**src/rtl/rv_mem_arb.sv**
```systemverilog
// Round-robin arbiter and fixed-latency access sequencer sharing one memory port
// between the core control path and the debug/loader port.
module rv_mem_arb #(
    parameter int unsigned AW      = 32,
    parameter int unsigned DW      = 32,
    parameter int unsigned MEM_LAT = 1
) (
    input  logic          clk,
    input  logic          rst,
    input  logic          c_req,
    input  logic          c_we,
    input  logic [AW-1:0] c_addr,
    input  logic [DW-1:0] c_wdata,
    output logic          c_gnt,
    output logic          c_done,
    output logic [DW-1:0] c_rdata,
    input  logic          d_req,
    input  logic          d_we,
    input  logic [AW-1:0] d_addr,
    input  logic [DW-1:0] d_wdata,
    output logic          d_gnt,
    output logic          d_done,
    output logic [DW-1:0] d_rdata,
    output logic          mem_en,
    output logic          mem_we,
    output logic [AW-1:0] mem_addr,
    output logic [DW-1:0] mem_wdata,
    input  logic [DW-1:0] mem_rdata,
    output logic          busy
);

    localparam int unsigned CW = (MEM_LAT > 1) ? $clog2(MEM_LAT) : 1;
    localparam logic [CW-1:0] CNT_LOAD = CW'(MEM_LAT - 1);

    localparam logic [1:0] StIdle  = 2'd0;
    localparam logic [1:0] StIssue = 2'd1;
    localparam logic [1:0] StWait  = 2'd2;
    localparam logic [1:0] StDone  = 2'd3;

    logic [1:0]    r_state;
    logic [CW-1:0] r_cnt;
    logic          r_owner;     // 0 = core, 1 = debug
    logic          r_last_gnt;  // 0 = core, 1 = debug
    logic          r_we;
    logic [AW-1:0] r_addr;
    logic [DW-1:0] r_wdata;
    logic [DW-1:0] r_c_rdata;
    logic [DW-1:0] r_d_rdata;

    logic [1:0]    w_state_d;
    logic [CW-1:0] w_cnt_d;
    logic          w_idle;
    logic          w_gnt_c;
    logic          w_gnt_d;
    logic          w_capture;

    // Grant is a Mealy decode of the idle state; gated by rst so outputs read 0 during reset.
    assign w_idle    = (r_state == StIdle) && !rst;
    assign w_gnt_c   = w_idle && c_req && (!d_req || r_last_gnt);
    assign w_gnt_d   = w_idle && d_req && (!c_req || !r_last_gnt);
    assign w_capture = (r_state == StWait) && (r_cnt == '0) && !r_we;

    always_comb begin
        w_state_d = r_state;
        w_cnt_d   = r_cnt;
        case (r_state)
            StIdle: begin
                if (w_gnt_c || w_gnt_d) begin
                    w_state_d = StIssue;
                end
            end
            StIssue: begin
                w_state_d = StWait;
                w_cnt_d   = CNT_LOAD;
            end
            StWait: begin
                if (r_cnt == '0) begin
                    w_state_d = StDone;
                end else begin
                    w_cnt_d = r_cnt - CW'(1);
                end
            end
            StDone: begin
                w_state_d = StIdle;
            end
            default: begin
                w_state_d = StIdle;
            end
        endcase
    end

    always_ff @(posedge clk or posedge rst) begin
        if (rst) begin
            r_state <= StIdle;
            r_cnt   <= '0;
        end else begin
            r_state <= w_state_d;
            r_cnt   <= w_cnt_d;
        end
    end

    always_ff @(posedge clk or posedge rst) begin
        if (rst) begin
            r_owner    <= 1'b0;
            r_last_gnt <= 1'b1;
            r_we       <= 1'b0;
            r_addr     <= '0;
            r_wdata    <= '0;
        end else if (w_gnt_c) begin
            r_owner    <= 1'b0;
            r_last_gnt <= 1'b0;
            r_we       <= c_we;
            r_addr     <= c_addr;
            r_wdata    <= c_wdata;
        end else if (w_gnt_d) begin
            r_owner    <= 1'b1;
            r_last_gnt <= 1'b1;
            r_we       <= d_we;
            r_addr     <= d_addr;
            r_wdata    <= d_wdata;
        end
    end

    always_ff @(posedge clk or posedge rst) begin
        if (rst) begin
            r_c_rdata <= '0;
            r_d_rdata <= '0;
        end else if (w_capture) begin
            if (r_owner) begin
                r_d_rdata <= mem_rdata;
            end else begin
                r_c_rdata <= mem_rdata;
            end
        end
    end

    assign c_gnt     = w_gnt_c;
    assign d_gnt     = w_gnt_d;
    assign c_done    = (r_state == StDone) && !r_owner;
    assign d_done    = (r_state == StDone) && r_owner;
    assign c_rdata   = r_c_rdata;
    assign d_rdata   = r_d_rdata;
    assign mem_en    = (r_state == StIssue);
    assign mem_we    = mem_en && r_we;
    assign mem_addr  = mem_en ? r_addr : '0;
    assign mem_wdata = mem_en ? r_wdata : '0;
    assign busy      = (r_state != StIdle);

endmodule

```
**config.mk**
```make
export PLATFORM = sky130hd
export DESIGN_NAME = rv_mem_arb
export DESIGN_NICKNAME = d
export VERILOG_FILES = /design/src/rtl/rv_mem_arb.sv
export SDC_FILE = /design/constraint.sdc
export NUM_CORES = 1
export LEC_CHECK = 0
export BUFFER_PORTS_ARGS = -buffer_cell sky130_fd_sc_hd__buf_2
export CAP_MARGIN = 15
export CORE_UTILIZATION = 43
export CTS_CLUSTER_SIZE = 30
export DETAILED_ROUTE_END_ITERATION = 8
export GPL_TIMING_DRIVEN = 0
export PLACE_DENSITY_LB_ADDON = 0.25
export SYNTH_ARGS = -nofsm -noshare
export SYNTH_HDL_FRONTEND = slang
export SYNTH_SLANG_ARGS = --single-unit
export TNS_END_PERCENT = 30
```
**constraint.sdc**
```tcl
create_clock -name clk -period 3.4 [get_ports clk]
set_input_delay 0.17 -clock clk [delete_from_list [all_inputs] [get_ports clk]]
set_output_delay 0.17 -clock clk [all_outputs]
set_load 0.02 [all_outputs]
```
==> After elaboration in Yosys (flattened, before gate mapping) <==
Cells that the tools add are included.
{ "totals": {"in_bits": 166, "ff_bits": 134, "word_cells": 58, "out_inout_bits": 135} }
{ "op_classes": {"muxes": 15, "addsub": 1, "reduce_logical": 26, "eq_ne": 5, "n_bitwise": 2} }
{ "ops": {"columns": ["cell", "count"], "rows": [
  ["$mux 32", 6],
  ["$logic_and 1x1->1", 10],
  ["$pmux 2 s4", 1],
  ["$logic_not 1->1", 6],
  ["$reduce_and 2->1", 3],
  ["$reduce_bool 2->1", 3],
  ["$mux 1", 5],
  ["$eq 2x2->1 const B", 2],
  ["$mux 2", 2],
  ["$logic_or 1x1->1", 3],
  ["$eq 2x1->1 const B", 1],
  ["$logic_not 2->1", 1],
  ["$ne 2x1->1 const B", 1],
  ["$ne 2x2->1 const B", 1],
  ["$not 1->1", 2],
  ["$pmux 1 s2", 1],
  ["$sub 1x1->1 const B", 1]
]} }

==> Logic depth before layout (Yosys ltp) <==
{ "logic_depth": {"word_depth": 7, "mapped_depth": 8, "ltp_nobuf": 6} }

==> Least setup slack after synthesis <==
Ideal clock, no wire load.
{ "synth_timing": {"path_kind": "register to output", "start": "reg r_state[1]", "end": "out mem_addr[0]", "path_stages_with_launch": 6, "setup_slack_ns": 1.769, "path_buffers": 2, "required_time_ns": 3.230, "arrival_ns": 1.461, "path_cell_list": "dfrtp_1 -> inv_1 -> ha_1 -> clkbuf_1 -> clkbuf_1 -> and2_1"} }
{ "synth_between": {"elab_chain_cells": 2} }
{ "synth_rtl": {"columns": ["element", "line_no", "rtl"], "rows": [
  ["start: declaration", "40", "logic [1:0] r_state;"],
  ["start signal: assignment", "94", "r_state <= StIdle;"],
  ["start signal: assignment", "97", "r_state <= w_state_d;"],
  ["$eq 2x1->1", "143", "assign mem_en = (r_state == StIssue);"],
  ["via mem_en", "24", "output logic mem_en,"],
  ["$mux 32", "145", "assign mem_addr = mem_en ? r_addr : '0;"],
  ["end: declaration", "26", "output logic [AW-1:0] mem_addr,"]
]} }
The timed path passes the listed nets, and every way through them passes these cells.

==> Worst setup path in the final report <==
{ "layout_timing": {"start": "reg r_state[1]", "end": "out mem_addr[27]"} }
{ "layout_between": {"elab_chain_cells": 2} }
{ "layout_rtl": {"columns": ["element", "line_no"], "rows": [
  ["$eq 2x1->1", "143"],
  ["$mux 32", "145"]
]} }
Every way passes these cells.

==> reports/summary.txt <==
OUTCOME
--------------------------------------------------------------------------
Result of the run                                             complete, no violations

GLOBAL ROUTE
--------------------------------------------------------------------------
Vias in the first global route                                       6,367
Residual overflow from global routing                                    0
All-layer global routing usage                                       25.7%
Largest net degree at the start of global routing                       37
First-pass GRT wire length                                       32,200 µm
Antenna violations before repair                                         0

CELLS AND AREA
--------------------------------------------------------------------------
Post-Layout Inst Area                                             9580 µm²
Proportion of layout cells with a drive suffix above 1               48.4%
Number of diodes                                                         0
Number of nets in the layout                                         1,139
Synthesis-to-layout area growth                                      40.5%

ROUTE
--------------------------------------------------------------------------
Vias/cell                                                             5.28
Number of DRC violations after detailed-routing iteration 0            322
Post-DRT Antenna Nets                                                    0
Total length of routed wires                                     20,500 µm
Count of unresolved DRC violations after routing                         0
First-pass detailed-route iteration total                                5
Wire per inst                                                      17.2 µm
Via count                                                            6,305

TIMING
--------------------------------------------------------------------------
Time the final worst path needs with I/O delays and setup          2.52 ns
Unrepaired setup endpoints after global routing                         no
Pins over their slew limit                                               0
Hold violation count in the final report                                 0
Final setup violation count                                              0
Aggregate negative setup slack                                        0 ns
Tcrit/Tclk final                                                     74.1%
Headroom to the max-slew limit                                       61.2%
Slew @ Worst Pin                                                  0.581 ns
Maximum clock frequency                                            397 MHz
Setup clock skew after layout                                    0.0102 ns

POWER AND IR DROP
--------------------------------------------------------------------------
Leakage component of the power                                     4.66 nW
Worst ir drop on vdd                                                353 µV
PD cells                                                        884 nW/µm²

FLOORPLANNING
--------------------------------------------------------------------------
Overall die width                                                   128 µm
Placeable Area                                                  15,400 µm²
IO Count                                                               301
Die boundary height                                                 128 µm
Std-Cell Rows                                                           45
Effective utilization at floorplan                                   44.4%
Die Footprint                                                   16,400 µm²

CLOCKING
--------------------------------------------------------------------------
Clock latency at the later pin of the worst-skew pair              0.43 ns
Gates resized, CTS repair                                                0
Root cell of the clock tree                                   sky130_fd_sc_hd__clkbuf_16
H-tree depth reported by CTS                                             4
TritonCTS Sinks                                                        133
Maximum clock path buffer count                                          2
Num CTS Buffers                                                         17
Clock tree from TritonCTS                                              yes
Clock-pin slew on the worst setup and hold paths                   0.06 ns
Buffer count from post-CTS setup fixing                                  0

SETUP PATH
--------------------------------------------------------------------------
Cell with the biggest individual delay on the critical path   sky130_fd_sc_hd__clkbuf_1
Series of cell instances along the critical path              inv_1, ha_1, clkbuf_1, clkbuf_1, and2_1, buf_2
Crit Reg-Reg Startpoint                                       r_state[0]$_DFFE_PP0P_
Arrival time reported for the critical path endpoint               2.35 ns
Kind of critical path                                         register to output pin
Endpoint of the most critical register-to-register path       r_wdata[31]$_DFFE_PP0P_
Most Frequent Cell on Critical Path                           sky130_fd_sc_hd__clkbuf_1
Launching element type of the critical path                       register
Launch point of the critical path                             r_state[1]$_DFFE_PP0P_
Max FO, Critical Path                                                   10
Data required, critical path                                       3.23 ns
Critical path's largest stage delay                                0.47 ns
Worst setup EP type                                             output pin
Capturing element of the worst setup path                     mem_addr[27]
Worst reg-to-reg path cell count                                         7
Setup slack on the worst flop-to-flop path                         1.45 ns

PLACEMENT
--------------------------------------------------------------------------
HPWL after detailed placement                                    15,000 µm
Final estimated routing congestion in global placement               0.800
Total of buffers placed on input and output ports                      300
Post-Place Cell Area                                              8670 µm²

SYNTH
--------------------------------------------------------------------------
Unique masters post-synth                                               28
Area contributors post-synth                                  sky130_fd_sc_hd__dfrtp_1, sky130_fd_sc_hd__mux2_2, sky130_fd_sc_hd__o311ai_2
Mean post-synth cell area                                         11.2 µm²
Total number of yosys warnings                                           0
Number of storage elements in the synthesis netlist                    133
Post-synth top area share                                            48.4%
Count of mapped cells out of synthesis                                 611
Net count of the mapped netlist                                        781
Post-Syn Area                                                     6820 µm²
Largest area contributor in the synthesized netlist           sky130_fd_sc_hd__dfrtp_1
Post-synthesis sequential area ratio                                 48.8%

JOB
--------------------------------------------------------------------------
Max-capacitance violation count                                          0

HOLD PATH
--------------------------------------------------------------------------
Hold WC Path Type                                             input port to register

logic make-up (layout without fill, tap and decap cells):
kind of cell               count (synthesis)  in the layout  share of synthesized area (%)
AOI/OAI and AO/OA                        135            135                           18.0
adders and majority gates                  4              4                          0.734
buffers and inverters                    132            503                           8.53
DFF                                      133            133                           48.8
muxes                                     65             65                           10.7
and+or+nand+nor                          142            142                           13.2
cells in the mapped netlist:
cell,n
sky130_fd_sc_hd__and2_1,66
sky130_fd_sc_hd__clkbuf_1,35
sky130_fd_sc_hd__nor2_1,2
sky130_fd_sc_hd__o311ai_1,19
sky130_fd_sc_hd__o311ai_0,6
sky130_fd_sc_hd__dfstp_2,1
sky130_fd_sc_hd__o21ai_0,66
sky130_fd_sc_hd__nand3_2,1
sky130_fd_sc_hd__buf_4,1
sky130_fd_sc_hd__nand2_1,1
sky130_fd_sc_hd__inv_1,69
sky130_fd_sc_hd__o21ai_2,1
sky130_fd_sc_hd__nor3b_2,1
sky130_fd_sc_hd__nor2b_1,1
sky130_fd_sc_hd__nand4_1,65
sky130_fd_sc_hd__dfrtp_1,132
sky130_fd_sc_hd__nor2b_4,1
sky130_fd_sc_hd__a21o_1,2
sky130_fd_sc_hd__buf_6,8
sky130_fd_sc_hd__a31oi_1,1
sky130_fd_sc_hd__buf_2,18
sky130_fd_sc_hd__inv_2,1
sky130_fd_sc_hd__nand3b_1,1
sky130_fd_sc_hd__mux2_2,65
sky130_fd_sc_hd__ha_1,4
sky130_fd_sc_hd__and3_1,1
sky130_fd_sc_hd__nand2b_1,2
sky130_fd_sc_hd__o311ai_2,40
cell type report:
type | instances | area (µm²)
flip-flops and latches | 133 | 3330
clock buffers | 17 | 425
multi-input cells | 346 | 2910
inverters | 70 | 267
repair buffers | 339 | 1930
fillers | 1304 | 5790
plain buffers | 62 | 319
well taps | 211 | 264
clock inverters | 15 | 135
worst min-delay path by stage:
stage,startpoint,end,cells past startpoint
finish,c_addr[22],r_addr[22]$_DFFE_PP0P_,3
global route,mem_rdata[10],c_rdata[10]$_DFFE_PP0P_,2
CTS,c_wdata[0],r_wdata[0]$_DFFE_PP0P_,3
detailed placement,rst,r_addr[26]$_DFFE_PP0P_,2
global placement,mem_rdata[3],d_rdata[3]$_DFFE_PP0P_,2
floorplan,mem_rdata[6],d_rdata[6]$_DFFE_PP0P_,1
through the flow:
step | cells | hold slack (ns) | total power [mW] | setup slack, ns | utilization (%)
6_report | 1193 | 0.0188 | 8.47 | 0.880 | 62.3
3_3_place_gp | 1122 | 0.417 | 6.61 | 0.587 | 55.9
2_1_floorplan | 611 | 0.320 | 5.41 | 1.58 | -
3_5_place_dp | 1126 | 0.258 | 6.71 | 1.26 | 56.4
4_1_cts | 1193 | 0.00404 | 8.51 | 0.802 | 62.3
5_1_grt | 1193 | 0.0130 | 9.00 | 0.650 | 62.3
repair_timing:
item / in CTS / in global routing
hold endpoints to repair: 77 / 0
endpoints found under the setup margin: 0 / 0
hold buffers: 35 / 0
flip-flops by register name, summed over array words and instances (netlist names):
register,flops
c_rdata,32
r_state,2
r_wdata,32
r_last_gnt,1
r_addr,32
r_we,1
r_owner,1
d_rdata,32
report_power, final:
part | switching, mW | internal, mW | leakage [nW] | total (mW)
registers | 0.368 | 2.40 | 1.58 | 2.77
logic | 2.30 | 1.64 | 2.81 | 3.94
clock network | 0.793 | 0.964 | 0.268 | 1.76
worst max-delay path, delay by kind of cell (launching register included):
| family | cells | cell delay [ns] |
|---|---|---|
| fa+ha+maj | 1 | 0.18 |
| buf+inv | 4 | 1.15 |
| flops | 1 | 0.41 |
| simple gates | 1 | 0.19 |
per-layer routing:
| layer | part of all wire, % | track usage, % |
|---|---|---|
| met1 | 41 | 30.7 |
| met2 | 50 | 44.5 |
| met3 | 6.9 | 6.43 |
| met4 | 2.4 | 9.76 |
| met5 | 0 | 0 |
placed cells by master, fill, tap and decap left out, types with 3 or more instances in the layout:
master,n
sky130_fd_sc_hd__clkbuf_16,17
sky130_fd_sc_hd__inv_1,68
sky130_fd_sc_hd__dlygate4sd3_1,35
sky130_fd_sc_hd__and2_1,66
sky130_fd_sc_hd__o311ai_1,19
sky130_fd_sc_hd__buf_6,8
sky130_fd_sc_hd__buf_12,4
sky130_fd_sc_hd__dfrtp_1,132
sky130_fd_sc_hd__o21ai_0,66
sky130_fd_sc_hd__o311ai_0,6
sky130_fd_sc_hd__nand4_1,65
sky130_fd_sc_hd__buf_2,318
sky130_fd_sc_hd__mux2_2,65
sky130_fd_sc_hd__inv_8,3
sky130_fd_sc_hd__inv_6,7
sky130_fd_sc_hd__ha_1,4
sky130_fd_sc_hd__clkinvlp_4,4
sky130_fd_sc_hd__o311ai_2,40
sky130_fd_sc_hd__clkbuf_1,35
No activity file was read; power rests on OpenSTA's default activity.
